[src/rtl/uart_pkg.sv]
// Shared UART definitions: FSM state encoding, parity-mode constants and frame length.
package uart_pkg;

  typedef enum logic [2:0] {
    IDLE,
    START,
    DATA,
    PARITY,
    STOP
  } uart_state_e;

  localparam int PAR_EVEN = 0;
  localparam int PAR_ODD  = 1;

  // Bit periods per frame: start + data + optional parity + stop bits.
  function automatic int FRAME_LEN(input int data_bits, input int parity_en,
                                   input int stop_bits);
    return 1 + data_bits + parity_en + stop_bits;
  endfunction

endpackage

[src/rtl/uart_tx_frame_if.sv]
// Producer-side valid/ready word handshake into the UART transmitter queue.
interface uart_tx_frame_if #(
  parameter int DATA_BITS = 8
);
  logic [DATA_BITS-1:0] data_in;
  logic                 data_valid;
  logic                 data_ready;

  modport master (output data_in, output data_valid, input data_ready);
  modport slave  (input data_in, input data_valid, output data_ready);
endinterface

[src/rtl/uart_fifo.sv]
// Small synchronous FIFO with occupancy count; shared by the UART transmit and receive paths.
module uart_fifo #(
  parameter int WIDTH = 8,
  parameter int DEPTH = 4,
  localparam int AW = $clog2(DEPTH),
  localparam int CW = $clog2(DEPTH) + 1
) (
  input  logic             clk,
  input  logic             rst_n,
  input  logic             push_i,
  input  logic [WIDTH-1:0] wdata_i,
  input  logic             pop_i,
  output logic [WIDTH-1:0] rdata_o,
  output logic             full_o,
  output logic             empty_o,
  output logic [CW-1:0]    count_o
);
  import uart_pkg::*;

  logic [WIDTH-1:0] mem_q [DEPTH];
  logic [AW-1:0]    wr_ptr_q, rd_ptr_q;
  logic [CW-1:0]    count_q;
  logic             do_push, do_pop;

  assign full_o  = (count_q == CW'(DEPTH));
  assign empty_o = (count_q == '0);
  assign do_push = push_i && !full_o;
  assign do_pop  = pop_i && !empty_o;
  assign rdata_o = mem_q[rd_ptr_q];
  assign count_o = count_q;

  always_ff @(posedge clk) begin
    if (do_push) mem_q[wr_ptr_q] <= wdata_i;
  end

  // DEPTH is a power of two, so pointers wrap by natural overflow.
  always_ff @(posedge clk or negedge rst_n) begin
    if (!rst_n) begin
      wr_ptr_q <= '0;
      rd_ptr_q <= '0;
      count_q  <= '0;
    end else begin
      if (do_push) wr_ptr_q <= wr_ptr_q + AW'(1);
      if (do_pop)  rd_ptr_q <= rd_ptr_q + AW'(1);
      case ({do_push, do_pop})
        2'b10:   count_q <= count_q + CW'(1);
        2'b01:   count_q <= count_q - CW'(1);
        default: count_q <= count_q;
      endcase
    end
  end

endmodule

[src/rtl/uart_tx_frame.sv]
// Parametrised UART transmitter: queued words are framed (start, data LSB first,
// optional parity, 1-2 stop bits) and shifted out one bit per tx_en strobe.
module uart_tx_frame #(
  parameter int DATA_BITS  = 8,
  parameter int PARITY_EN  = 0,
  parameter int PARITY_ODD = 0,
  parameter int STOP_BITS  = 1,
  parameter int FIFO_DEPTH = 4
) (
  input  logic                          clk,
  input  logic                          rst_n,
  input  logic                          tx_en,
  uart_tx_frame_if.slave                in_if,
  output logic                          tx,
  output logic                          busy,
  output logic [$clog2(FIFO_DEPTH):0]   fifo_count
);
  import uart_pkg::*;

  localparam int            IW        = $clog2(DATA_BITS + 1);
  localparam logic [IW-1:0] LAST_BIT  = IW'(DATA_BITS);
  localparam logic [1:0]    STOP_LAST = 2'(STOP_BITS);
  localparam logic          ODD_FLIP  = (PARITY_ODD == PAR_ODD);

  uart_state_e          state_q;
  logic [DATA_BITS-1:0] shift_q;
  logic [IW-1:0]        bit_idx_q;
  logic [1:0]           stop_cnt_q;
  logic                 parity_q;
  logic                 tx_q;

  logic                 fifo_full, fifo_empty, fifo_pop, fifo_push;
  logic [DATA_BITS-1:0] fifo_head;
  logic                 frame_done;

  function automatic logic calc_parity(input logic [DATA_BITS-1:0] d);
    return (^d) ^ ODD_FLIP;
  endfunction

  assign in_if.data_ready = !fifo_full;
  assign fifo_push        = in_if.data_valid && !fifo_full;
  assign frame_done       = (state_q == STOP) && (stop_cnt_q >= STOP_LAST);
  // The queue head is consumed only on a strobe that starts a new frame.
  assign fifo_pop         = tx_en && !fifo_empty && ((state_q == IDLE) || frame_done);

  uart_fifo #(
    .WIDTH (DATA_BITS),
    .DEPTH (FIFO_DEPTH)
  ) u_fifo (
    .clk     (clk),
    .rst_n   (rst_n),
    .push_i  (fifo_push),
    .wdata_i (in_if.data_in),
    .pop_i   (fifo_pop),
    .rdata_o (fifo_head),
    .full_o  (fifo_full),
    .empty_o (fifo_empty),
    .count_o (fifo_count)
  );

  always_ff @(posedge clk or negedge rst_n) begin
    if (!rst_n) begin
      state_q    <= IDLE;
      tx_q       <= 1'b1;
      shift_q    <= '0;
      bit_idx_q  <= '0;
      stop_cnt_q <= '0;
      parity_q   <= 1'b0;
    end else if (tx_en) begin
      if (fifo_pop) begin
        // Parity is fixed at load time so shifting does not disturb it.
        shift_q  <= fifo_head;
        parity_q <= calc_parity(fifo_head);
        tx_q     <= 1'b0;
        state_q  <= START;
      end else begin
        unique case (state_q)
          IDLE: begin
            tx_q <= 1'b1;
          end
          START: begin
            tx_q      <= shift_q[0];
            shift_q   <= shift_q >> 1;
            bit_idx_q <= IW'(1);
            state_q   <= DATA;
          end
          DATA: begin
            if (bit_idx_q < LAST_BIT) begin
              tx_q      <= shift_q[0];
              shift_q   <= shift_q >> 1;
              bit_idx_q <= bit_idx_q + IW'(1);
            end else if (PARITY_EN != 0) begin
              tx_q    <= parity_q;
              state_q <= PARITY;
            end else begin
              tx_q       <= 1'b1;
              stop_cnt_q <= 2'd1;
              state_q    <= STOP;
            end
          end
          PARITY: begin
            tx_q       <= 1'b1;
            stop_cnt_q <= 2'd1;
            state_q    <= STOP;
          end
          STOP: begin
            tx_q <= 1'b1;
            if (stop_cnt_q < STOP_LAST) stop_cnt_q <= stop_cnt_q + 2'd1;
            else                        state_q    <= IDLE;
          end
          default: begin
            tx_q    <= 1'b1;
            state_q <= IDLE;
          end
        endcase
      end
    end
  end

  assign tx   = tx_q;
  assign busy = (state_q != IDLE);

endmodule

[src/flat_wrapper.sv]
// flat-port wrapper written by rule: the top's interface ports become plain ports
module uart_tx_frame_flat import uart_pkg::*;
#(
  parameter int DATA_BITS  = 8,
  parameter int PARITY_EN  = 0,
  parameter int PARITY_ODD = 0,
  parameter int STOP_BITS  = 1,
  parameter int FIFO_DEPTH = 4
)
  (clk, rst_n, tx_en, tx, busy, fifo_count, in_if_data_in, in_if_data_valid, in_if_data_ready);
  uart_tx_frame_if #(.DATA_BITS(DATA_BITS)) in_if_i ();
  input  logic clk;
  input  logic rst_n;
  input  logic tx_en;
  output logic tx;
  output logic busy;
  output logic [$clog2(FIFO_DEPTH):0] fifo_count;
  input wire logic [$bits(in_if_i.data_in)-1:0] in_if_data_in;
  input wire logic [$bits(in_if_i.data_valid)-1:0] in_if_data_valid;
  output wire logic [$bits(in_if_i.data_ready)-1:0] in_if_data_ready;
  assign in_if_i.data_in = in_if_data_in;
  assign in_if_i.data_valid = in_if_data_valid;
  assign in_if_data_ready = in_if_i.data_ready;
  uart_tx_frame #(.DATA_BITS(DATA_BITS), .PARITY_EN(PARITY_EN), .PARITY_ODD(PARITY_ODD), .STOP_BITS(STOP_BITS), .FIFO_DEPTH(FIFO_DEPTH)) u_core (.clk(clk), .rst_n(rst_n), .tx_en(tx_en), .in_if(in_if_i), .tx(tx), .busy(busy), .fifo_count(fifo_count));
endmodule
[config.mk]
export PLATFORM = sky130hd
export DESIGN_NAME = uart_tx_frame_flat
export DESIGN_NICKNAME = d
export VERILOG_FILES = /design/src/rtl/uart_pkg.sv /design/src/rtl/uart_tx_frame_if.sv /design/src/rtl/uart_fifo.sv /design/src/rtl/uart_tx_frame.sv /design/src/flat_wrapper.sv
export SDC_FILE = /design/constraint.sdc
export NUM_CORES = 1
export LEC_CHECK = 0
export BUFFER_PORTS_ARGS = -buffer_cell sky130_fd_sc_hd__buf_4
export CAP_MARGIN = 0
export CORE_MARGIN = 2
export CORE_UTILIZATION = 40
export DETAILED_ROUTE_END_ITERATION = 12
export PLACE_DENSITY = 0.67
export SYNTH_ARGS = -nofsm -noshare
export SYNTH_HDL_FRONTEND = slang
export SYNTH_SLANG_ARGS = --single-unit
[constraint.sdc]
create_clock -name clk -period 2.5 [get_ports clk]
set_clock_uncertainty 0.1 [all_clocks]
set_input_delay 0.5 -clock clk [delete_from_list [all_inputs] [get_ports clk]]
set_output_delay 0.5 -clock clk [all_outputs]
set_load 0.02 [all_outputs]
# Yosys cells after proc, flatten, opt, wreduce, memory -nomap -nowiden
# Memory sizes are Yosys's and may differ from the RTL's.
# Cells that the tools add are included.
# word_totals
ff_bits,25
ramBits,32
out_inout_bits,6
n_memories,1
# memory_table
name,depth,width,read_ports,rd_ports_with_merged_regs,wr,line,rtl
u_core.u_fifo.mem_q,4,8,1,0,1,uart_fifo.sv:20,logic [WIDTH-1:0] mem_q [DEPTH];
# classes
n_addsub,6
mux,18
bitwise,1
n_eq_ne,14
n_reduce_logical,20
magnitude_cmp,3
# ops
cell,n
two-way mux 8 bit,2
one-hot mux 8 bit (2 select lines),1
one-hot mux 3 bit (5 select lines),1
two-way mux 3 bit,3
nonzero test 3 bit,3
one-hot mux 4 bit (2 select lines),1
AND reduction 4 bit,2
"adder 2 x 1 -> 2 bit, second input constant",3
"== test 3 x 2 -> 1 bit, second input constant",2
"== test 3 bit, second input constant",2
logical AND 1 bit,6
zero test 3 bit,2
"inequality test 2 bit, second input constant",3
"inequality test 3 bit, second input constant",2
one-hot mux 2 bit (3 select lines),1
one-hot mux 3 bit (2 select lines),1
AND reduction 5 bit,1
"adder 4 x 1 -> 4 bit, second input constant",1
"less-than comparator 4 bit, second input constant",1
two-way mux 1 bit,4
two-way mux 2 bit,2
two-way mux 4 bit,1
nonzero test 2 bit,2
"adder 3 x 1 -> 3 bit, second input constant",1
13 further kinds,14

# Longest topological paths before layout
# logic_depth
ltp_word,7
depth_mapped,11
ltp_nobuf,11

# Modules after synthesis
# Synthesis repeated with hierarchy kept, for this count alone.
# unflattened
cells_unflattened,186
hier_area_um2,2628.8
# modules_own_cells
mod,area_each_um2,cells_each,n_inst
uart_fifo,1584.0,80,1
uart_tx_frame,1044.8,106,1

# Worst setup path before layout
# No wires, ideal clock.
# synth_path
path_type,register -> register
from,"register u_core.u_fifo.count_q[0], in the netlist u_core.u_fifo.count_o[0]"
to,"register u_core.u_fifo.count_q[2], in the netlist u_core.u_fifo.count_o[2]"
setup_ns,0.080
path_stages_with_launch,11
arrival_time_ns,2.147
setup_slack_ns,0.173
path_buffers,0
cell_sequence,dfrtp_1 > inv_1 > nand3_1 > and2_1 > inv_1 > ha_1 > inv_1 > fa_1 > xor2_1 > nor2_1 > xor2_1
# synth_via
elab_cells_between_ends,15
# synth_lines
element,line,rtl
start: declaration,uart_fifo.sv:22,logic [CW-1:0] count_q;
start signal: assignment,uart_fifo.sv:46,2'b10: count_q <= count_q + CW'(1);
start signal: assignment,uart_fifo.sv:47,2'b01: count_q <= count_q - CW'(1);
start signal: assignment,uart_fifo.sv:48,default: count_q <= count_q;
== test 3 bit (*),uart_fifo.sv:25,assign full_o = (count_q == CW'(DEPTH));
zero test 1 bit (*),-,
named net in_if_data_ready,flat_wrapper.sv:20,output wire logic [$bits(in_if_i.data_ready)-1:0] in_if_data_ready;
logical AND 1 bit,uart_tx_frame.sv:41,assign fifo_push = in_if.data_valid && !fifo_full;
logical AND 1 bit (*),uart_fifo.sv:27,assign do_push = push_i && !full_o;
== test 2 x 1 -> 1 bit / == test 2 bit (equally long branches),uart_fifo.sv:45,"case ({do_push, do_pop})"
one-hot mux 3 bit (2 select lines) / nonzero test 2 bit (equally long branches),-,
# Mark *: on every way through the listed nets, which the timed path passes. The rest lies on a longest branch.
# A chain may end at the register's enable or synchronous reset.

# Worst setup path in the final report
# layout_path
from,"register u_core.u_fifo.count_q[0], in the netlist u_core.u_fifo.count_o[0]"
to,"register u_core.u_fifo.count_q[2], in the netlist u_core.u_fifo.count_o[2]"
# layout_via
elab_chain_cells,7
elab_cells_between_ends,15
# layout_lines
element,line,rtl
zero test 3 bit,uart_fifo.sv:26,assign empty_o = (count_q == '0);
zero test 1 bit,"uart_fifo.sv:28, uart_tx_frame.sv:44",
logical AND 1 bit (2 in a row),uart_tx_frame.sv:44,assign fifo_pop = tx_en && !fifo_empty && ((state_q == IDLE) || frame_done);
logical AND 1 bit,uart_fifo.sv:28,assign do_pop = pop_i && !empty_o;
== test 2 x 1 -> 1 bit / == test 2 bit (equally long branches),uart_fifo.sv:45,
one-hot mux 3 bit (2 select lines) / nonzero test 2 bit (equally long branches),-,
# Several ways; a longest one is shown, not always the timed one.

==> impl_metrics.csv <==
group,metric,value,unit
detailed_routing,wl_met3,190,um
power,internal_power,0.00232,W
power,p_seq_frac,0.443,
yosys,synthCells,163,
sta,setup_violations,0,
critical_path,crit_path_end_kind,"flop",
detailed_routing,wl_per_cell,14.6,um
cells_and_area,final_nets,208,
placement,hpwlAfterDp,2.58,mm
yosys,ys_seq_area_frac,0.647,
critical_path,crit_fanout,6,
critical_path,path_cells,"inv_1 -> nand3_1 -> and2_1 -> inv_1 -> ha_1 -> inv_1 -> fa_1 -> xor2_1 -> nor2_1 -> xor2_1",
cells_and_area,diodes,0,
critical_path,worstSetupStartpointType,"flop",
power,p_comb_frac,0.312,
detailed_routing,wl_met1,1.76,mm
die,initial_core_util,0.414,
yosys,yosysMostFrequentCell,"edfxtp_1",
power,p_leak,1.15,nW
yosys,synth_top_cell_by_area,"edfxtp_1",
global_routing,grt_pass1_wl,6.58,mm
die,chipHeight,82.3,um
detailed_routing,top_layer,"met4",
clock_network,clockRootBuffer,"clkbuf_8",
global_routing,grt.total_usage,0.139,
clock_network,cts_resized,0,
power,switching_share,0.334,
critical_path,crit_slowest_cell,"dfrtp_1",
detailed_routing,route.detailed.drc,0,
detailed_routing,viasPerCell,5.07,
power,p_per_area,1220,nW/um^2
sta,rsz0062_at_grt,"false",
detailed_routing,wl,3.91,mm
clock_network,htreeDepth,3,
sta,fin_crit_sh,0.871,
placement,dp.cells,251,
yosys,synth.top_cell.area_share,0.392,
yosys,synthTopCellsByCount,"edfxtp_1 (32), dfrtp_1 (24), inv_1 (13)",
yosys,synthFlopType,"edfxtp_1",
detailed_routing,dr.first_iter.drc_count,69,
min_path,worstHoldStart,"in_if_data_in[6]",
sta,slew_viol_final,0,
clock_network,clkLatencyLatePin,0.33,ns
min_path,hold_depth,1,
yosys,ys_top_cells_by_area,"edfxtp_1 (39%), dfrtp_1 (24%), mux4_2 (7.3%)",
outcome,outcome,"finished clean",
critical_path,crit_required,2.66,ns
cells_and_area,drive_gt1_frac,0.259,
detailed_routing,wl_met2,1.90,mm
yosys,synthArstFlopShare,0.439,
clock_network,cts_tree,"yes",
critical_path,r2r_end,"u_core.u_fifo.count_o[2]",
clock_network,post-cts-setup-buffer-count,0,
power,p_switching,0.00117,W
critical_path,critPathKind,"flop to flop",
die,core-area,5920,um^2
min_path,hold_class,"input port to flop",
global_routing,grt_pass1_vias,1364,
critical_path,critPathMaxStageDelay,0.41,ns
power,clkPwrFrac,0.245,
critical_path,reg2reg_depth,10,
critical_path,cp_common_cell,"inv_1",
global_routing,gr-total-overflow,0,
sta,finalHoldViolCount,0,
yosys,synth_edf_count,32,
cells_and_area,instances_no_fill,268,
yosys,avgSynthCellArea,15.1,um^2
min_path,min_to,"u_core.u_fifo.mem_q[2][6]",
sta,worst_pin_slew,0.598,ns
flow_run,cap_violations,0,
placement,portBuffers,17,
critical_path,r2r_slack,0.32,ns
critical_path,r2r_start,"u_core.u_fifo.count_o[0]",
cells_and_area,area_delta_synth_final,16.7,%
yosys,synth_cell_types,40,
placement,gp_congestion,0.754,
clock_network,clkTransAtPathRegs,0.07,ns
sta,setup_tns,0,ns
global_routing,grt_max_degree,26,
clock_network,cts.sinks,57,
yosys,netlist_area,2450,um^2
detailed_routing,vias,1358,
clock_network,cts-buffers-inserted,9,
yosys,synth_nets,183,
sta,min_period,2.18,ns
die,die_x,82.3,um
sta,relSlewSlack,0.601,
critical_path,crit_arrival,2.34,ns
yosys,yosysWarnings,0,
clock_network,clk_path_buf_depth,2,
die,rows,28,
die,ios,18,
power,ir_worst_vdd,0.594,mV
detailed_routing,drt_pass1_iterations,4,
die,fp.dieArea,6780,um^2
yosys,synth_seq_cells,57,
sta,fmax,459,MHz
detailed_routing,final_antenna_net_count,0,
global_routing,grt_antenna_before_repair,0,
[placed cells by master, fill, tap and decap left out, types with 2 or more instances in the layout]
cell	netlist	final
nand3_1	6	6
dfrtp_1	24	24
o21ai_0	7	7
edfxtp_1	32	32
clkbuf_8	0	9
nand2_1	8	8
buf_4	1	18
nor2_1	3	3
xor2_1	2	2
mux2i_1	3	3
clkinv_4	0	3
inv_1	13	13
mux4_2	8	8
mux2_2	2	2
and3_1	5	5
o21ai_1	3	3
ha_1	7	7
inv_6	0	2
o22a_1	6	6
o21a_1	6	6
xnor2_1	4	4
[sequential cells by signal, summed over array words and instances (netlist names)]
signal	count
u_core.tx	1
u_core.state_q	3
u_core.bit_idx_q	4
u_core.u_fifo.count_o	3
u_core.u_fifo.rd_ptr_q	2
u_core.u_fifo.wr_ptr_q	2
u_core.u_fifo.mem_q	32
u_core.shift_q	8
u_core.stop_cnt_q	2
[timing repair]
item / CTS / global route
hold endpoints to repair: 24 / 0
setup endpoints to repair: 0 / 0
hold buffers: 1 / 0
[layer usage]
layer,vias up,GRT usage
met2,31,0.209
met3,8,0.0630
met1,667,0.169
met5,-,0
met4,0,0.0717
li1,652,-
[how the worst max path moves through the flow]
stage	cells after the start	endpoint	slack, ns	from
floorplan	10	u_core.u_fifo.count_o[2]	0.17	u_core.u_fifo.count_o[0]
global placement	10	u_core.u_fifo.count_o[2]	0.40	u_core.u_fifo.count_o[0]
detailed placement	10	u_core.u_fifo.count_o[2]	0.32	u_core.u_fifo.count_o[0]
CTS	10	u_core.u_fifo.count_o[2]	0.31	u_core.u_fifo.count_o[0]
global route	10	u_core.u_fifo.count_o[2]	0.13	u_core.u_fifo.count_o[1]
finish	10	u_core.u_fifo.count_o[2]	0.32	u_core.u_fifo.count_o[0]
[power groups by stage]
stage,logic (W),registers (W),clock network [W]
global placement,0.00109,0.00155,0
finish,0.00109,0.00154,0.000856
floorplan,0.000889,0.00148,0
global route,0.00123,0.00159,0.000922
CTS,0.00111,0.00155,0.000881
detailed placement,0.00110,0.00156,0
[stage by stage]
stage                     utilization  setup slack, ns  total power [W]  cell area (um^2)  hold slack, ns
after global routing            0.484            0.133          0.00374              2860           0.243
after floorplan                     -            0.173          0.00237              2450           0.104
after global placement          0.448            0.398          0.00264              2650           0.327
after CTS                       0.484            0.307          0.00354              2860           0.244
after detailed placement        0.448            0.321          0.00267              2650           0.325
final                           0.484            0.322          0.00349              2860           0.265
[cells by family after synthesis]
group,count (synthesis),synth area share
xor+xnor,6,0.0214
fa+ha+maj,8,0.0439
simple gates,32,0.0765
buf+inv,18,0.0331
flops,57,0.647
compound gates,29,0.0831
mux,13,0.0948
[critical path: cells and delay by family (launching register included)]
kind | cells | cell delay, ns
XOR/XNOR | 2 | 0.29
flip-flops | 1 | 0.41
adder cells (fa/ha/maj) | 2 | 0.54
AND/OR/NAND/NOR | 3 | 0.53
buffers and inverters | 3 | 0.23
[cell type report]
cell class              instances  area [um^2]
fillers                       509         3060
repair buffers                 19          145
well taps                      75         93.8
clock inverters                 7         78.8
multi-input cells              88          785
flip-flops and latches         57         1590
inverters                      13         48.8
clock buffers                   9          124
No activity file was read; power rests on OpenSTA's default activity.
